<file path="config.mk">
export PLATFORM = sky130hd
export DESIGN_NAME = exe_fwd_hazard_ctrl_flat
export DESIGN_NICKNAME = d
export VERILOG_FILES = /design/src/rtl/exe_fwd_hazard_ctrl_if.sv /design/src/rtl/exe_fwd_hazard_ctrl.sv /design/src/flat_wrapper.sv
export SDC_FILE = /design/constraint.sdc
export NUM_CORES = 1
export LEC_CHECK = 0
export CAP_MARGIN = 40
export CELL_PAD_IN_SITES_DETAIL_PLACEMENT = 0
export CELL_PAD_IN_SITES_GLOBAL_PLACEMENT = 1
export CORE_MARGIN = 5
export CORE_UTILIZATION = 36
export DETAILED_ROUTE_END_ITERATION = 7
export PLACE_DENSITY_LB_ADDON = 0.08
export SYNTH_ARGS = -nofsm -noshare
export SYNTH_HDL_FRONTEND = slang
export SYNTH_SLANG_ARGS = --single-unit
export TNS_END_PERCENT = 5
</file>
<file path="constraint.sdc">
create_clock -name clock -period 2.7 [get_ports clock]
set_input_delay 0.81 -clock clock [delete_from_list [all_inputs] [get_ports clock]]
set_output_delay 0.81 -clock clock [all_outputs]
set_load 0.05 [all_outputs]
</file>
<file path="src/rtl/exe_fwd_hazard_ctrl_if.sv">
// ID-stage instruction fields in, forwarding selects and load-use stall out.
// The master drives ID fields; the slave is the hazard controller.
interface exe_fwd_hazard_ctrl_if #(
  parameter int REG_W = 5,
  parameter int CNT_W = 16
);
  logic             pipe_hold;
  logic             id_valid;
  logic [REG_W-1:0] id_rs;
  logic [REG_W-1:0] id_rt;
  logic             id_use_rs;
  logic             id_use_rt;
  logic             id_shift;
  logic             id_aluimm;
  logic             id_wreg;
  logic             id_m2reg;
  logic [REG_W-1:0] id_rd;
  logic             stall;
  logic [1:0]       exe_a_select;
  logic [1:0]       exe_b_select;
  logic             wb_m2reg;
  logic [CNT_W-1:0] stall_count;

  modport master (
    output pipe_hold, id_valid, id_rs, id_rt, id_use_rs, id_use_rt,
           id_shift, id_aluimm, id_wreg, id_m2reg, id_rd,
    input  stall, exe_a_select, exe_b_select, wb_m2reg, stall_count
  );

  modport slave (
    input  pipe_hold, id_valid, id_rs, id_rt, id_use_rs, id_use_rt,
           id_shift, id_aluimm, id_wreg, id_m2reg, id_rd,
    output stall, exe_a_select, exe_b_select, wb_m2reg, stall_count
  );
endinterface

</file>
<file path="src/rtl/exe_fwd_hazard_ctrl.sv">
// Execute-stage forwarding select generator and load-use stall controller.
// Tracks EXE/MEM/WB destination flags and registers operand selects into EXE.
module exe_fwd_hazard_ctrl #(
  parameter int REG_W = 5,
  parameter int CNT_W = 16
) (
  input logic                  clock,
  input logic                  resetn,
  exe_fwd_hazard_ctrl_if.slave bus
);

  logic             e_valid_r, e_wreg_r, e_m2reg_r;
  logic [REG_W-1:0] e_dest_r;
  logic             m_valid_r, m_wreg_r;
  logic             m_m2reg_r;
  logic [REG_W-1:0] m_dest_r;
  logic             wb_m2reg_r;
  logic [1:0]       a_sel_r, b_sel_r;
  logic [CNT_W-1:0] cnt_r;

  logic             hit_e_rs_s, hit_e_rt_s, hit_m_rs_s, hit_m_rt_s;
  logic             stall_s, bubble_s;
  logic [1:0]       a_sel_s, b_sel_s;

  // Producer match; register 0 is never a hazard.
  function automatic logic src_hit(input logic valid, input logic wreg,
                                   input logic [REG_W-1:0] dest,
                                   input logic [REG_W-1:0] src, input logic use_src);
    return valid & wreg & use_src & (src != {REG_W{1'b0}}) & (dest == src);
  endfunction

  // Youngest producer wins; an EXE load is never forwarded (it stalls instead).
  function automatic logic [1:0] pick_sel(input logic ovr, input logic hit_e,
                                          input logic e_load, input logic hit_m);
    logic [1:0] sel;
    if (ovr)                 sel = 2'b01;
    else if (hit_e & ~e_load) sel = 2'b10;
    else if (hit_m)          sel = 2'b11;
    else                     sel = 2'b00;
    return sel;
  endfunction

  assign hit_e_rs_s = src_hit(e_valid_r, e_wreg_r, e_dest_r, bus.id_rs, bus.id_use_rs);
  assign hit_e_rt_s = src_hit(e_valid_r, e_wreg_r, e_dest_r, bus.id_rt, bus.id_use_rt);
  assign hit_m_rs_s = src_hit(m_valid_r, m_wreg_r, m_dest_r, bus.id_rs, bus.id_use_rs);
  assign hit_m_rt_s = src_hit(m_valid_r, m_wreg_r, m_dest_r, bus.id_rt, bus.id_use_rt);

  assign stall_s  = bus.id_valid & ~bus.pipe_hold & e_m2reg_r & (hit_e_rs_s | hit_e_rt_s);
  assign bubble_s = stall_s | ~bus.id_valid;
  assign a_sel_s  = pick_sel(bus.id_shift,  hit_e_rs_s, e_m2reg_r, hit_m_rs_s);
  assign b_sel_s  = pick_sel(bus.id_aluimm, hit_e_rt_s, e_m2reg_r, hit_m_rt_s);

  // Pipeline tracking, registered selects and saturating stall counter.
  always_ff @(posedge clock) begin
    if (!resetn) begin
      e_valid_r  <= 1'b0;
      e_wreg_r   <= 1'b0;
      e_m2reg_r  <= 1'b0;
      e_dest_r   <= {REG_W{1'b0}};
      m_valid_r  <= 1'b0;
      m_wreg_r   <= 1'b0;
      m_m2reg_r  <= 1'b0;
      m_dest_r   <= {REG_W{1'b0}};
      wb_m2reg_r <= 1'b0;
      a_sel_r    <= 2'b00;
      b_sel_r    <= 2'b00;
      cnt_r      <= {CNT_W{1'b0}};
    end else if (!bus.pipe_hold) begin
      wb_m2reg_r <= m_valid_r & m_m2reg_r;
      m_valid_r  <= e_valid_r;
      m_wreg_r   <= e_wreg_r;
      m_m2reg_r  <= e_m2reg_r;
      m_dest_r   <= e_dest_r;
      if (bubble_s) begin
        e_valid_r <= 1'b0;
        e_wreg_r  <= 1'b0;
        e_m2reg_r <= 1'b0;
        e_dest_r  <= {REG_W{1'b0}};
        a_sel_r   <= 2'b00;
        b_sel_r   <= 2'b00;
      end else begin
        e_valid_r <= 1'b1;
        e_wreg_r  <= bus.id_wreg;
        e_m2reg_r <= bus.id_m2reg;
        e_dest_r  <= bus.id_rd;
        a_sel_r   <= a_sel_s;
        b_sel_r   <= b_sel_s;
      end
      if (stall_s && (cnt_r != {CNT_W{1'b1}})) begin
        cnt_r <= cnt_r + {{(CNT_W-1){1'b0}}, 1'b1};
      end
    end
  end

  assign bus.stall        = stall_s;
  assign bus.exe_a_select = a_sel_r;
  assign bus.exe_b_select = b_sel_r;
  assign bus.wb_m2reg     = wb_m2reg_r;
  assign bus.stall_count  = cnt_r;

endmodule

</file>
<file path="src/flat_wrapper.sv">
// flat-port wrapper written by rule: the top's interface ports become plain ports
module exe_fwd_hazard_ctrl_flat 
#(
  parameter int REG_W = 5,
  parameter int CNT_W = 16
)
  (clock, resetn, bus_pipe_hold, bus_id_valid, bus_id_rs, bus_id_rt, bus_id_use_rs, bus_id_use_rt, bus_id_shift, bus_id_aluimm, bus_id_wreg, bus_id_m2reg, bus_id_rd, bus_stall, bus_exe_a_select, bus_exe_b_select, bus_wb_m2reg, bus_stall_count);
  exe_fwd_hazard_ctrl_if #(.REG_W(REG_W), .CNT_W(CNT_W)) bus_i ();
  input logic clock;
  input logic resetn;
  input wire logic [$bits(bus_i.pipe_hold)-1:0] bus_pipe_hold;
  input wire logic [$bits(bus_i.id_valid)-1:0] bus_id_valid;
  input wire logic [$bits(bus_i.id_rs)-1:0] bus_id_rs;
  input wire logic [$bits(bus_i.id_rt)-1:0] bus_id_rt;
  input wire logic [$bits(bus_i.id_use_rs)-1:0] bus_id_use_rs;
  input wire logic [$bits(bus_i.id_use_rt)-1:0] bus_id_use_rt;
  input wire logic [$bits(bus_i.id_shift)-1:0] bus_id_shift;
  input wire logic [$bits(bus_i.id_aluimm)-1:0] bus_id_aluimm;
  input wire logic [$bits(bus_i.id_wreg)-1:0] bus_id_wreg;
  input wire logic [$bits(bus_i.id_m2reg)-1:0] bus_id_m2reg;
  input wire logic [$bits(bus_i.id_rd)-1:0] bus_id_rd;
  output wire logic [$bits(bus_i.stall)-1:0] bus_stall;
  output wire logic [$bits(bus_i.exe_a_select)-1:0] bus_exe_a_select;
  output wire logic [$bits(bus_i.exe_b_select)-1:0] bus_exe_b_select;
  output wire logic [$bits(bus_i.wb_m2reg)-1:0] bus_wb_m2reg;
  output wire logic [$bits(bus_i.stall_count)-1:0] bus_stall_count;
  assign bus_i.pipe_hold = bus_pipe_hold;
  assign bus_i.id_valid = bus_id_valid;
  assign bus_i.id_rs = bus_id_rs;
  assign bus_i.id_rt = bus_id_rt;
  assign bus_i.id_use_rs = bus_id_use_rs;
  assign bus_i.id_use_rt = bus_id_use_rt;
  assign bus_i.id_shift = bus_id_shift;
  assign bus_i.id_aluimm = bus_id_aluimm;
  assign bus_i.id_wreg = bus_id_wreg;
  assign bus_i.id_m2reg = bus_id_m2reg;
  assign bus_i.id_rd = bus_id_rd;
  assign bus_stall = bus_i.stall;
  assign bus_exe_a_select = bus_i.exe_a_select;
  assign bus_exe_b_select = bus_i.exe_b_select;
  assign bus_wb_m2reg = bus_i.wb_m2reg;
  assign bus_stall_count = bus_i.stall_count;
  exe_fwd_hazard_ctrl #(.REG_W(REG_W), .CNT_W(CNT_W)) u_core (.clock(clock), .resetn(resetn), .bus(bus_i));
endmodule
</file>
==> results.sh <==
export IMPL_path_max_fanout=2
export IMPL_synthFlopType="dfxtp_1"
export IMPL_p_leak_nw=0.964
export IMPL_synthToLayoutAreaGrowth_pct=45.9
export IMPL_synth_compound_area_share_pct=16.6
export IMPL_met1_usage_pct=16.6
export IMPL_total_power_mw=1.20
export IMPL_critical_path_arrival_ns=2.02
export IMPL_seq_area_um2=741
export IMPL_synth_net_count=235
export IMPL_fp_dieW_um=81.7
export IMPL_ys_ff_latch=37
export IMPL_synth_simple_area_share_pct=22.2
export IMPL_clockBufferDepth=2
export IMPL_io_buffer_count=46
export IMPL_synth_adder_area_share_pct=0.677
export IMPL_yosysTopAreaCellShare_pct=40.1
export IMPL_power_frac_seq_pct=47.2
export IMPL_layout_commonest_cell="dfxtp_1"
export IMPL_core_area_um2=5040
export IMPL_violations="negative setup slack"
export IMPL_worst_slack_ns=-0.131
export IMPL_synth_area_per_cell_um2=8.85
export IMPL_final_nets=306
export IMPL_synth_top_family_by_area="simple AND/OR/NAND/NOR gates"
export IMPL_die_h_um=81.7
export IMPL_yosysSeqAreaShare_pct=40.1
export IMPL_synth_area_leaders="dfxtp_1 (40%), xnor2_1 (7.6%), mux2i_1 (5.4%), a21oi_1 (4.3%), o31ai_1 (3.2%)"
export IMPL_clkTransAtPathRegs_ns=0.07
export IMPL_path_class="in -> out"
export IMPL_worst_slew_pin_slew_ns=0.500
export IMPL_clk_latency_ns=0.29
export IMPL_grt_max_degree=23
export IMPL_clock_fmax_ghz=0.353
export IMPL_hold_buffers=0
export IMPL_synthXorXnorAreaFrac_pct=9.95
export IMPL_final_cell_mix="dfxtp_1 (37), clkdlybuf4s50_1 (35), buf_4 (27)"
export IMPL_ant_nets=0
export IMPL_share_comb_of_total_power_pct=10.6
export IMPL_synth_edf_count=0
export IMPL_drt_wl_total_mm=4.61
export IMPL_cts_sinks=37
export IMPL_drc_errors=0
export IMPL_h_tree_depth=2
export IMPL_pre_cts_slack_ns=-0.566
export IMPL_maxCapViolations=0
export IMPL_async_reset_ff_share_pct=0
export IMPL_clkPwrFrac_pct=42.1
export IMPL_grt_overflow=0
export IMPL_internal_power_mw=0.929
export IMPL_cts_buffers=5
export IMPL_finalCriticalPeriod_ns=2.83
export IMPL_initialDrtViolationCount=27
export IMPL_grt_busiest_layer="met2"
export IMPL_multiInputGateArea_um2=1050
export IMPL_grt_pass1_wl_mm=7.67
export IMPL_numPlacedInstances=339
export IMPL_fp_row_count=26
export IMPL_num_antenna_cells=0
export IMPL_timing_final_crit_share_pct=105
export IMPL_cp_start_kind="input port"
export IMPL_setup_viol=1
export IMPL_gp_congestion=0.789
export IMPL_wire_per_inst_um=13.1
export IMPL_hold_slack_ns=0.458
export IMPL_grt_use_met2_pct=27.8
export IMPL_root_buffer="clkbuf_8"
export IMPL_viasPerCell=4.90
export IMPL_critPathCaptureType="output port"
export IMPL_vias=1720
export IMPL_finClkSkew_ns=0.00719
export IMPL_grt_use_total_pct=15.0
export IMPL_gr_usage_met3_pct=4.61
export IMPL_cp_data_required_time_ns=1.89
export IMPL_pin_count=47
export IMPL_first_pass_iters=4
export IMPL_rrSetupSlack_ns=0.35
export IMPL_grt_pass1_vias=1675
export IMPL_hp_class="reg -> reg"
export IMPL_start_util_pct=36.7
export IMPL_synthMuxAreaShare_pct=5.41
export IMPL_drv_slew=0
export IMPL_antenna_found_initial=0
export IMPL_hold_viol=0
export IMPL_nFillCells=492
export IMPL_netlist_instances=209
export IMPL_p_sw_mw=0.267
export IMPL_synth_distinct_cells=39
export IMPL_ir_drop_mv=0.391
export IMPL_yosys_warnings=0
export IMPL_power_density_nw_per_um2=443
export IMPL_dp_hpwl_mm=3.45
export IMPL_rsz0062_at_grt="yes"
export IMPL_switching_share_pct=22.3
export IMPL_synth_largest_area_cell="dfxtp_1"
export IMPL_die_area_um2=6670
export IMPL_layout_drive_gt1_share_pct=22.8
export IMPL_instances_no_fill=351
export IMPL_outcome="finished with violations"
export IMPL_maxSlewHeadroom_pct=66.6
export IMPL_tritoncts="yes"
export IMPL_synth_area_um2=1850
## repair_timing
item	4_1_cts	5_1_grt
gates resized for setup	38	6
pin swaps	8	8
setup endpoints to repair	10	3
buffers inserted	2	2
## kinds of logic (layout without fill, tap and decap cells)
kind of cell	after synthesis	in the layout
AND/OR/NAND/NOR	75	75
AO/OA/AOI/OAI	48	48
flip-flops	37	37
XOR/XNOR	21	21
buffers and inverters	17	89
multiplexers	10	10
adder cells (fa/ha/maj)	1	1
## final cells by class
class	instances	area share [%]
multi-input cells	155	39.1
flip-flops and latches	37	27.4
repair buffers	75	25.1
well taps	70	3.25
clock buffers	7	3.20
clock inverters	1	1.11
inverters	6	0.834
## metrics by stage
step / cell area (µm²) / util (%) / setup TNS [ns]
6_report: 2700 / 53.5 / -0.131
3_5_place_dp: 2530 / 50.1 / -6.73
3_3_place_gp: 2530 / 50.1 / -6.21
4_1_cts: 2660 / 52.8 / -0.170
2_1_floorplan: 1850 / - / -0.0221
5_1_grt: 2700 / 53.5 / -0.225
## power by group through the flow
| stage | combinational, mW | clock [mW] | sequential [mW] |
|---|---|---|---|
| floorplan | 0.0516 | 0 | 0.578 |
| finish | 0.127 | 0.504 | 0.565 |
| detailed placement | 0.127 | 0 | 0.578 |
| global placement | 0.126 | 0 | 0.578 |
| global route | 0.140 | 0.551 | 0.567 |
| CTS | 0.126 | 0.523 | 0.565 |
## cells in the mapped netlist (all sizes together), types with 2 or more instances
library cell / count
inv: 6
a22o: 7
nand4: 7
o21ai: 13
nor2b: 2
nand3: 10
nor3: 5
or3: 6
buf: 6
xor2: 5
mux2i: 10
dfxtp: 37
clkbuf: 4
nand2: 13
nand2b: 2
or2: 4
o31ai: 8
nor2: 14
a21oi: 16
or4: 8
xnor2: 16
## path summary, 6_finish.rpt
kind,from,end,depth (start not counted)
worst max-delay path,bus_id_rt[0],bus_stall,7
worst min-delay path,u_core.bus.exe_a_select[0],u_core.bus.exe_a_select[0],2
worst max register to register,u_core.e_dest_r[1],u_core.bus.stall_count[11],10
worst min register to register,u_core.bus.exe_a_select[0],u_core.bus.exe_a_select[0],2
## state kept, by name (all words and copies together) (netlist names)
signal,flops
u_core.e_m2reg_r,1
u_core.m_wreg_r,1
u_core.e_wreg_r,1
u_core.e_valid_r,1
u_core.e_dest_r,5
u_core.bus.wb_m2reg,1
u_core.m_m2reg_r,1
u_core.bus.exe_a_select,2
u_core.m_valid_r,1
u_core.bus.exe_b_select,2
u_core.bus.stall_count,16
u_core.m_dest_r,5
## routing by layer
layer	up-vias	share of wire [%]
met5	-	0
met4	0	1.6
met3	8	5.5
met2	35	51
met1	787	42
li1	890	-
## critical path, cell delays in order
cell     delay (ns)
buf_6          0.09
or4_4          0.53
o21ai_2        0.14
nor3_2         0.06
o21ai_2        0.16
nor2b_2        0.07
buf_6          0.15
(Power assumes the default switching activity.)
